`config.mk`:
```
export PLATFORM = sky130hd
export DESIGN_NAME = vga_tile_tracker
export DESIGN_NICKNAME = d
export VERILOG_FILES = /design/src/rtl/vga_pkg.sv /design/src/rtl/vga_tile_tracker_axis.sv /design/src/rtl/vga_tile_tracker.sv
export SDC_FILE = /design/constraint.sdc
export NUM_CORES = 1
export LEC_CHECK = 0
export ABC_CLOCK_PERIOD_IN_PS = 2850
export CORE_MARGIN = 1
export CORE_UTILIZATION = 45
export CTS_BUF_LIST = sky130_fd_sc_hd__clkbuf_16
export CTS_CLUSTER_DIAMETER = 60
export CTS_CLUSTER_SIZE = 14
export DETAILED_ROUTE_END_ITERATION = 8
export DONT_BUFFER_PORTS = 1
export GPL_TIMING_DRIVEN = 1
export PLACE_DENSITY_LB_ADDON = 0.08
export SLEW_MARGIN = 0
export SYNTH_ARGS = -nofsm -noshare
export SYNTH_HDL_FRONTEND = slang
export SYNTH_SLANG_ARGS = --single-unit
```
`constraint.sdc`:
```
create_clock -name clk -period 2.85 [get_ports clk]
set_clock_uncertainty 0.2 [all_clocks]
set_input_delay 0.855 -clock clk [delete_from_list [all_inputs] [get_ports clk]]
set_output_delay 0.855 -clock clk [all_outputs]
set_load 0.01 [all_outputs]
```
`src/rtl/vga_pkg.sv`:
```
// Shared defaults and helpers for the VGA display path.
package vga_pkg;

   localparam int unsigned H_ACTIVE_DEF = 640;
   localparam int unsigned V_ACTIVE_DEF = 480;
   localparam int unsigned CNT_W_DEF    = 10;

   typedef struct packed {
      logic left;
      logic right;
      logic up;
      logic down;
   } cursor_move_t;

   typedef enum logic [1:0] {
      WRAP_HOLD = 2'd0,
      WRAP_INC  = 2'd1,
      WRAP_DEC  = 2'd2
   } wrap_dir_t;

   function automatic int unsigned clog2_min1(input int unsigned v);
      return (v <= 1) ? 1 : $clog2(v);
   endfunction

   // Opposing requests cancel each other out.
   function automatic wrap_dir_t wrap_dir(input logic inc, input logic dec);
      if (inc && !dec) return WRAP_INC;
      if (dec && !inc) return WRAP_DEC;
      return WRAP_HOLD;
   endfunction

endpackage

```
`src/rtl/vga_tile_tracker_axis.sv`:
```
// One axis of the tile grid: offset inside the tile plus tile index, restart/wrap/saturate.
module tile_axis_counter
   import vga_pkg::*;
#(
   parameter  int unsigned TILE  = 320,
   parameter  int unsigned N     = 2,
   localparam int unsigned OFF_W = clog2_min1(TILE),
   localparam int unsigned IDX_W = clog2_min1(N)
) (
   input  logic             clk,
   input  logic             rst,
   input  logic             step_i,
   input  logic             restart_i,
   output logic [OFF_W-1:0] off_o,
   output logic [IDX_W-1:0] idx_o
);

   localparam logic [OFF_W-1:0] OFF_LAST = OFF_W'(TILE - 1);
   localparam logic [IDX_W-1:0] IDX_LAST = IDX_W'(N - 1);

   logic [OFF_W-1:0] off_q, off_d;
   logic [IDX_W-1:0] idx_q, idx_d;

   // Index sticks at the last tile so overscan past the active area stays in range.
   always_comb begin
      off_d = off_q;
      idx_d = idx_q;
      if (step_i) begin
         if (restart_i) begin
            off_d = '0;
            idx_d = '0;
         end else if (off_q == OFF_LAST) begin
            off_d = '0;
            if (idx_q != IDX_LAST) begin
               idx_d = idx_q + 1'b1;
            end
         end else begin
            off_d = off_q + 1'b1;
         end
      end
   end

   always_ff @(posedge clk or posedge rst) begin
      if (rst) begin
         off_q <= '0;
         idx_q <= '0;
      end else begin
         off_q <= off_d;
         idx_q <= idx_d;
      end
   end

   assign off_o = off_q;
   assign idx_o = idx_q;

endmodule

```
`src/rtl/vga_tile_tracker.sv`:
```
// Divider-free tile index/offset tracker driven by VGA counters, plus a wrapping cursor tile.
module vga_tile_tracker
   import vga_pkg::*;
#(
   parameter  int unsigned H_ACTIVE = H_ACTIVE_DEF,
   parameter  int unsigned V_ACTIVE = V_ACTIVE_DEF,
   parameter  int unsigned COLS     = 2,
   parameter  int unsigned ROWS     = 2,
   parameter  int unsigned CNT_W    = CNT_W_DEF,
   localparam int unsigned TILE_W   = H_ACTIVE / COLS,
   localparam int unsigned TILE_H   = V_ACTIVE / ROWS,
   localparam int unsigned IDX_W    = clog2_min1(COLS * ROWS),
   localparam int unsigned X_W      = clog2_min1(TILE_W),
   localparam int unsigned Y_W      = clog2_min1(TILE_H)
) (
   input  logic             clk,
   input  logic             reset,
   input  logic             pix_en,
   input  logic [CNT_W-1:0] hcnt,
   input  logic [CNT_W-1:0] vcnt,
   input  logic             mv_left,
   input  logic             mv_right,
   input  logic             mv_up,
   input  logic             mv_down,
   output logic             in_active,
   output logic [IDX_W-1:0] tile_idx,
   output logic [X_W-1:0]   tile_x,
   output logic [Y_W-1:0]   tile_y,
   output logic [IDX_W-1:0] cursor_idx,
   output logic             cursor_hit
);

   localparam int unsigned      COL_W    = clog2_min1(COLS);
   localparam int unsigned      ROW_W    = clog2_min1(ROWS);
   localparam logic [COL_W-1:0] COL_LAST = COL_W'(COLS - 1);
   localparam logic [ROW_W-1:0] ROW_LAST = ROW_W'(ROWS - 1);

   logic             line_start;
   logic             frame_start;
   logic             active_now;
   logic [X_W-1:0]   xoff;
   logic [COL_W-1:0] col;
   logic [Y_W-1:0]   yoff;
   logic [ROW_W-1:0] row;
   logic [IDX_W-1:0] tile_idx_raw;

   logic             in_active_q, in_active_d;
   cursor_move_t     mv;
   logic [COL_W-1:0] cur_col_q, cur_col_d;
   logic [ROW_W-1:0] cur_row_q, cur_row_d;
   logic [IDX_W-1:0] cursor_idx_q, cursor_idx_d;

   assign line_start  = (hcnt == '0);
   assign frame_start = (vcnt == '0);
   assign active_now  = (32'(hcnt) < H_ACTIVE) && (32'(vcnt) < V_ACTIVE);

   tile_axis_counter #(
      .TILE (TILE_W),
      .N    (COLS)
   ) u_h_axis (
      .clk       (clk),
      .rst       (reset),
      .step_i    (pix_en),
      .restart_i (line_start),
      .off_o     (xoff),
      .idx_o     (col)
   );

   // The vertical axis only advances on the first pixel tick of each line.
   tile_axis_counter #(
      .TILE (TILE_H),
      .N    (ROWS)
   ) u_v_axis (
      .clk       (clk),
      .rst       (reset),
      .step_i    (pix_en & line_start),
      .restart_i (frame_start),
      .off_o     (yoff),
      .idx_o     (row)
   );

   assign in_active_d = pix_en ? active_now : in_active_q;
   assign mv          = {mv_left, mv_right, mv_up, mv_down};

   always_comb begin
      cur_col_d = cur_col_q;
      cur_row_d = cur_row_q;
      case (wrap_dir(mv.right, mv.left))
         WRAP_INC: cur_col_d = (cur_col_q == COL_LAST) ? '0 : cur_col_q + 1'b1;
         WRAP_DEC: cur_col_d = (cur_col_q == '0) ? COL_LAST : cur_col_q - 1'b1;
         default:  cur_col_d = cur_col_q;
      endcase
      case (wrap_dir(mv.down, mv.up))
         WRAP_INC: cur_row_d = (cur_row_q == ROW_LAST) ? '0 : cur_row_q + 1'b1;
         WRAP_DEC: cur_row_d = (cur_row_q == '0) ? ROW_LAST : cur_row_q - 1'b1;
         default:  cur_row_d = cur_row_q;
      endcase
      cursor_idx_d = IDX_W'(32'(cur_row_d) * COLS + 32'(cur_col_d));
   end

   always_ff @(posedge clk or posedge reset) begin
      if (reset) begin
         in_active_q  <= 1'b0;
         cur_col_q    <= '0;
         cur_row_q    <= '0;
         cursor_idx_q <= '0;
      end else begin
         in_active_q  <= in_active_d;
         cur_col_q    <= cur_col_d;
         cur_row_q    <= cur_row_d;
         cursor_idx_q <= cursor_idx_d;
      end
   end

   // Trackers keep running through blanking; only the visible outputs are gated.
   assign tile_idx_raw = IDX_W'(32'(row) * COLS + 32'(col));
   assign in_active    = in_active_q;
   assign tile_idx     = in_active_q ? tile_idx_raw : '0;
   assign tile_x       = in_active_q ? xoff : '0;
   assign tile_y       = in_active_q ? yoff : '0;
   assign cursor_idx   = cursor_idx_q;
   assign cursor_hit   = in_active_q && (tile_idx_raw == cursor_idx_q);

endmodule

```
Word level (Yosys, flattened, before mapping)
Cells that the tools add are included.

word-level totals
  register bits = 24
  bits of input ports = 27
  output and inout port bits = 23

cells by class
  add/subtract/negate cells = 10
  $lt $le $gt $ge = 2
  equality and inequality tests = 7
  mux-type cells = 33
  bitwise logic cells = 1
  reductions and logical operators = 16

operator list
  kind                  number
  $mux 9                3
  $mux 8                3
  $logic_not 10->1      2
  $mux 2                9
  $mux 1                16
  $lt 10x10->1 const B  1
  $lt 10x9->1 const B   1
  $add 9x1->9 const B   1
  $eq 9x9->1 const B    1
  $add 8x1->8 const B   1
  $eq 8x8->1 const B    1
  $logic_and 1x1->1     6
  $add 1x1->1 const B   4
  $add 2x1->2           2
  $eq 2x1->1 const B    2
  $eq 2x2->1 const B    2
  $logic_not 1->1       4
  $pmux 1 s2            2
  $reduce_and 2->1      2
  $reduce_bool 2->1     2
  $eq 2x2->1            1
  $sub 1x1->1 const B   2
  $and 1x1->1           1

Longest topological paths before layout
Gate-level depths: netlist of run 1.

  depth after elaboration = 9
  mapped depth = 6
  depth with buffers taken out = 5

Hierarchy
From an unflattened synthesis of run 1, not the netlist that was laid out.

second synthesis, totals
  cell total of the unflattened synthesis = 163
  area, all modules = 1,447.6 µm²

by module, submodules not included
  module                        times used  cells an instance  area each (µm²)
  tile_axis_counter (u_h_axis)  1           57                 530.5
  tile_axis_counter (u_v_axis)  1           48                 471.7
  vga_tile_tracker              1           58                 445.4

Worst setup path after synthesis of run 1
OpenSTA, ideal clock, no wires.

  kind = input-to-reg
  from = input hcnt[2]
  to = register u_v_axis.off_q[4] (netlist: u_v_axis.off_o[4])
  setup time = 0.122 ns
  data arrival time = 2.249 ns
  setup slack = 0.280 ns
  stages on the path = 5
  cells stage by stage = or4_1 -> or3_4 -> buf_6 -> a21o_1 -> a32o_1

on the way
  longest elaborated chain between the ends = 2

ends and longest elaborated chain
  element                 RTL line                     RTL
  start: declaration      vga_tile_tracker.sv:19       input logic [CNT_W-1:0] hcnt,
  $logic_not 10->1        vga_tile_tracker.sv:53       assign line_start = (hcnt == '0);
  $and 1x1->1             vga_tile_tracker.sv:76       .step_i (pix_en & line_start),
  end signal: assignment  vga_tile_tracker_axis.sv:45  off_q <= '0;
  end signal: assignment  vga_tile_tracker_axis.sv:48  off_q <= off_d;
  end: declaration        vga_tile_tracker_axis.sv:21  logic [OFF_W-1:0] off_q, off_d;

Every way passes these cells.
A chain may end at the register's enable or synchronous reset.

Final worst setup path of run 1
  from = input hcnt[7]
  to = register u_v_axis.off_q[3] (netlist: u_v_axis.off_o[3])

Same word-level chain as after synthesis.

==> metrics.txt, run 1 <==
DP Area=1400 sq um; leakage power total=0.6600 nW; overall power=0.8965 mW; pwr dens=606.2 nW/um^2; Sum Neg Setup Slack=0 ns; Num CTS Buffers=3; crit path DAT=about 2.3 ns; failing checks=design-rule violations; crit path launch type=input pin; Setup crit end kind=flop; highest-count cells in the layout ignoring fill and taps=dfrtp_1 (22), and2_1 (20), nor2_1 (17), nand2_1 (17), o21ai_0 (11); Worst Tran Pin Value=slightly below 0.4 ns; drt wl/cell=14.90 um; crit path max-delay cell type=or4b_1; die width=57.56 um; synth unique cells=33; final setup vio count=0; # DRC=7; Req. time, crit path=2.79 ns; outcome=finished, violations left; RSZ-0062 raised after global routing=no; largest net degree at the start of global routing=23; Net Count, Synth=190; first-pass GRT wire length=4.705 mm; setup bufs post-CTS=0; maximum clock path buffer count=2; final net count=~190; total global routing overflow=0; share of layout cells above drive strength 1=0.08280; maximum fanout along the worst path=11; placed cell count=~180; Final Slew Violations=0; drt first pass iters=6; async set-reset flop share out of synthesis=1.000; DR iter-0 viols=44; WP buf/inv=0; Root Buffer Master=clkbuf_16; Post-Syn Area per Cell=8.846 sq um; clock latency on the worst-skew pair=0.25 ns; reg2reg setup slack=0.89 ns; Synth Cell Area=1389 sq um; Post-Syn Instances=157; Layout fillers=292; R2R Path Start=u_v_axis.off_o[0]; row cnt=19; total track usage=0.1883; Initial Utilization=0.4909; maxcap violations=0; RD Place Congestion=0.7367; CP peak stage delay=between 0.5 and 0.6 ns; vias=1,101; Util after Layout=0.5228; I/O pins=50; clk sinks=22; Routed Antenna Nets=0; Die Ht=57.56 um; final wirelength=2.802 mm; yosys warns=0; clk slew on worst S/H paths=0.06 ns; CTS tree=yes; vias per inst=5.856; Main synth FF type=dfrtp_1; worst vdd ir=273.8 uV; Fin. Hold Viols=0; number of global-route vias before repair=between 1,000 and 1,500; initial antenna violation count=0; Synth Register Bits=22; Core ar.=2829 sq um; Detail Placement HPWL=2.077 mm; design area=1479 sq um; worst setup margin=a little over 0.5 ns; minimum clock period=~2.3 ns; CP Class=input pin to flop; FF-to-FF path depth=5; Slew HR=0.7395; CP delay by family, top=simple AND/OR/NAND/NOR gates; final worst-path cycle share=0.8232; Area Growth Syn to Fin=6.487%; hold slack final=0.3204 ns; commonest non-fill, non-tap cell in the layout=dfrtp_1; RR Endpoint=u_v_axis.off_o[4]; Max H-tree Level=1; I/O Buffers=0; post-cts sizing count=0; die area=3313 sq um; Post-synth EDFFs=0; max frequency=0.4262 GHz; ant diodes=0; post-route insts no fill=about 190; crit-path cells=or4b_1 -> or3_4 -> a31o_2 -> a32o_1; count of hold-fix buffers inserted at cts=0; dpl ws=approximately 0.24 ns; HP Class=input pin to asynchronous set/reset pin; Seq/Total Area, Yosys=0.3964
## cell families after synthesis
kind of cell	count (synthesis)	share of synthesized area
and+or+nand+nor	81	0.3081
xor gates and xnor gates	10	0.06306
adders and majority gates	6	0.05405
DFF	22	0.3964
buffers and inverters	13	0.05225
muxes	1	0.007207
AOI/OAI and AO/OA	24	0.1189
## cells in the mapped netlist, types with 2 or more instances
master	number	area, sq um
xnor2_1	5	43.79
nand3_1	4	20.02
a22o_2	2	20.02
o21ai_0	11	55.05
buf_6	2	22.52
inv_1	6	22.52
xor2_1	5	43.79
nand4b_1	2	17.52
dfrtp_1	22	550.5
nand4_1	7	43.79
nor4_1	2	12.51
a31oi_1	2	12.51
a31o_2	2	17.52
and2_1	20	125.1
ha_1	6	75.07
nor2_1	17	63.81
a32o_1	2	20.02
nand2_1	17	63.81
or3_1	2	12.51
clkbuf_1	2	7.510
nor3_1	6	30.03
buf_4	2	15.01
## report_power, final
group | leakage [nW] | total (mW) | switching (mW) | internal, mW
clock network | 0.0385 | 0.301 | 0.113 | 0.187
logic | 0.329 | 0.162 | 0.0884 | 0.0731
registers | 0.292 | 0.434 | 0.0673 | 0.367
## flip-flops by register name, indices dropped and copies added (netlist names), named ones only
signal / cells
u_v_axis.off_o: 8
u_v_axis.idx_o: 1
u_h_axis.off_o: 9
u_h_axis.idx_o: 1
in_active: 1
## how the worst max path moves through the flow
stage	from	to	slack, ns	cells past startpoint
3_5_place_dp	hcnt[7]	u_v_axis.off_o[3]	0.24	4
4_1_cts	hcnt[7]	u_v_axis.off_o[3]	0.50	4
6_report	hcnt[7]	u_v_axis.off_o[3]	0.50	4
5_1_grt	flop	cursor_hit	0.43	2
3_3_place_gp	hcnt[7]	u_v_axis.off_o[3]	0.25	4
2_1_floorplan	hcnt[2]	u_v_axis.off_o[4]	0.28	5
## layout make-up
type / count / area (sq um) / share of cell area
tap: 31 / 38.79 / 0.02623
timing repair buffer: 3 / 22.52 / 0.01523
sequential: 22 / 550.5 / 0.3723
clock inverter: 1 / 3.754 / 0.002538
multi-input combinational: 122 / 765.7 / 0.5178
inverter: 6 / 22.52 / 0.01523
clock buffer: 3 / 75.07 / 0.05076
## per-layer routing
metal  vias up  share of wire  GRT usage
met3         4          0.082    0.03628
met2        49           0.42     0.2890
li1        543              -          -
met1       505           0.48     0.2540
met5         -              0          0
met4         0          0.017    0.09408
(Power assumes the default switching activity.)
==> run 2, diff against run 1 <==
Settings changed: ABC_CLOCK_PERIOD_IN_PS 2850 to 2450.
Clock period 2.85 ns to 2.45 ns, I/O delays scaled along.
==> metrics.txt, run 2 (synthesis results as in run 1) <==
minimum clock period=~2.2 ns; critical path launch point=hcnt[7]; clk sinks=22; Die Ht=57.56 um; hold slack final=roughly 0.21 ns; RR Endpoint=u_v_axis.off_o[4]; crit path launch type=input pin; CTS tree=yes; Comb power frac=0.181; dpl ws=-0.03288 ns; commonest non-fill, non-tap cell in the layout=dfrtp_1; vias per inst=~6; Setup crit end kind=flop; FF-to-FF path depth=5; largest net degree at the start of global routing=23; DR iter-0 viols=between 40 and 50; vias=1,103; pwr dens=697.4 nW/um^2; drt first pass iters=6; count of hold-fix buffers inserted at cts=0; worst setup margin=0.2367 ns; sequential share of power=0.493; die area=3313 sq um; maxcap violations=0; Routed Antenna Nets=0; CP Class=input pin to flop; Worst Tran Pin Value=0.3876 ns; Req. time, crit path=approximately 2.4 ns; Final Slew Violations=0; highest-count cells in the layout ignoring fill and taps=dfrtp_1 (22), and2_1 (20), nor2_1 (17), nand2_1 (17), o21ai_0 (11); final wirelength=2.924 mm; HP Class=input pin to asynchronous set/reset pin; final worst-path cycle share=0.9034; switch share=0.2986; # DRC=7; final setup vio count=0; failing checks=design-rule violations; Area Growth Syn to Fin=7.297%; I/O Buffers=0; setup bufs post-CTS=0; Slew HR=0.7392; RD Place Congestion=0.7610; Max H-tree Level=1; post-route insts no fill=189; total track usage=0.1938; reg2reg setup slack=0.44 ns; post-cts sizing count=0; crit path capture=u_v_axis.off_o[3]; crit path DAT=2.16 ns; die width=about 58 um; Root Buffer Master=clkbuf_16; Sum Neg Setup Slack=0 ns; initial antenna violation count=0; ant diodes=0; Net Sw Power=just over 0.3 mW; placed cell count=186; Reg area=550.5 sq um; outcome=finished, violations left; max frequency=0.4518 GHz; share of layout cells above drive strength 1=0.09494; Multi-input gate area=approximately 770 sq um; drt wl/cell=15.47 um; Detail Placement HPWL=around 2.2 mm; Fin. Hold Viols=0; worst vdd ir=around 420 uV; row cnt=19; maximum clock path buffer count=2; total global routing overflow=0; R2R Path Start=u_v_axis.off_o[0]; RSZ-0062 raised after global routing=no; leakage power total=0.6667 nW; Core ar.=2829 sq um; maximum fanout along the worst path=7; number of global-route vias before repair=1,117; I/O pins=50; first-pass GRT wire length=4.912 mm; Pint=0.7289 mW; clock group share of total power=0.326; flip-flop count of the largest register after layout=9; Layout fillers=about 250; final net count=193; Initial Utilization=0.4909; Num CTS Buffers=3; clock latency on the worst-skew pair=0.25 ns; clk slew on worst S/H paths=around 0.060 ns
-- run 2: layer usage --
| layer | GRT usage | routed length [um] | part of all wire | vias to the layer above |
|---|---|---|---|---|
| met5 | 0 | 0 | 0 | - |
| met4 | 0.03136 | 15 | 0.0051 | 0 |
| met2 | 0.3206 | 1331 | 0.46 | 46 |
| met1 | 0.2624 | 1380 | 0.47 | 506 |
| met3 | 0.04762 | 197 | 0.067 | 3 |
| li1 | - | - | - | 548 |
-- run 2: stage by stage --
step / area (sq um) / power (mW) / util
final: 1490 / 1.039 / 0.5268
after global routing: 1490 / 1.104 / 0.5268
after CTS: 1490 / 1.052 / 0.5268
after detailed placement: 1415 / 0.7094 / 0.5002
after global placement: 1415 / 0.6966 / 0.5002
after floorplan: 1389 / 0.6675 / -
-- run 2: how the worst min path moves through the flow --
stage                            endpoint              start  slack, ns
2_1_floorplan           u_v_axis.off_o[1]  u_v_axis.off_o[1]       0.29
3_3_place_gp            u_v_axis.off_o[1]  u_v_axis.off_o[1]       0.33
3_5_place_dp               u_v_axis.idx_o     u_v_axis.idx_o       0.33
4_1_cts        asynchronous set/reset pin              reset       0.22
5_1_grt        asynchronous set/reset pin              reset       0.25
6_report       asynchronous set/reset pin              reset       0.21
-- run 2: final cells by class --
type | count | share of cell area
Multi-Input combinational cell | 122 | 0.5139
Sequential cell | 22 | 0.3694
Clock buffer | 3 | 0.05038
Tap cell | 31 | 0.02603
Timing Repair Buffer | 5 | 0.02519
Inverter | 6 | 0.01511
-- run 2: power by group through the flow --
stage,sequential [mW],combinational [mW],clock (mW)
2_1_floorplan,0.491,0.176,0
3_3_place_gp,0.513,0.184,0
3_5_place_dp,0.518,0.191,0
4_1_cts,0.512,0.192,0.349
5_1_grt,0.525,0.220,0.359
6_report,0.512,0.188,0.339
-- run 2: critical path, cell delays in order --
cell    delay, ns
or4b_1       0.57
or3_4        0.43
a31o_2       0.22
a32o_1       0.19
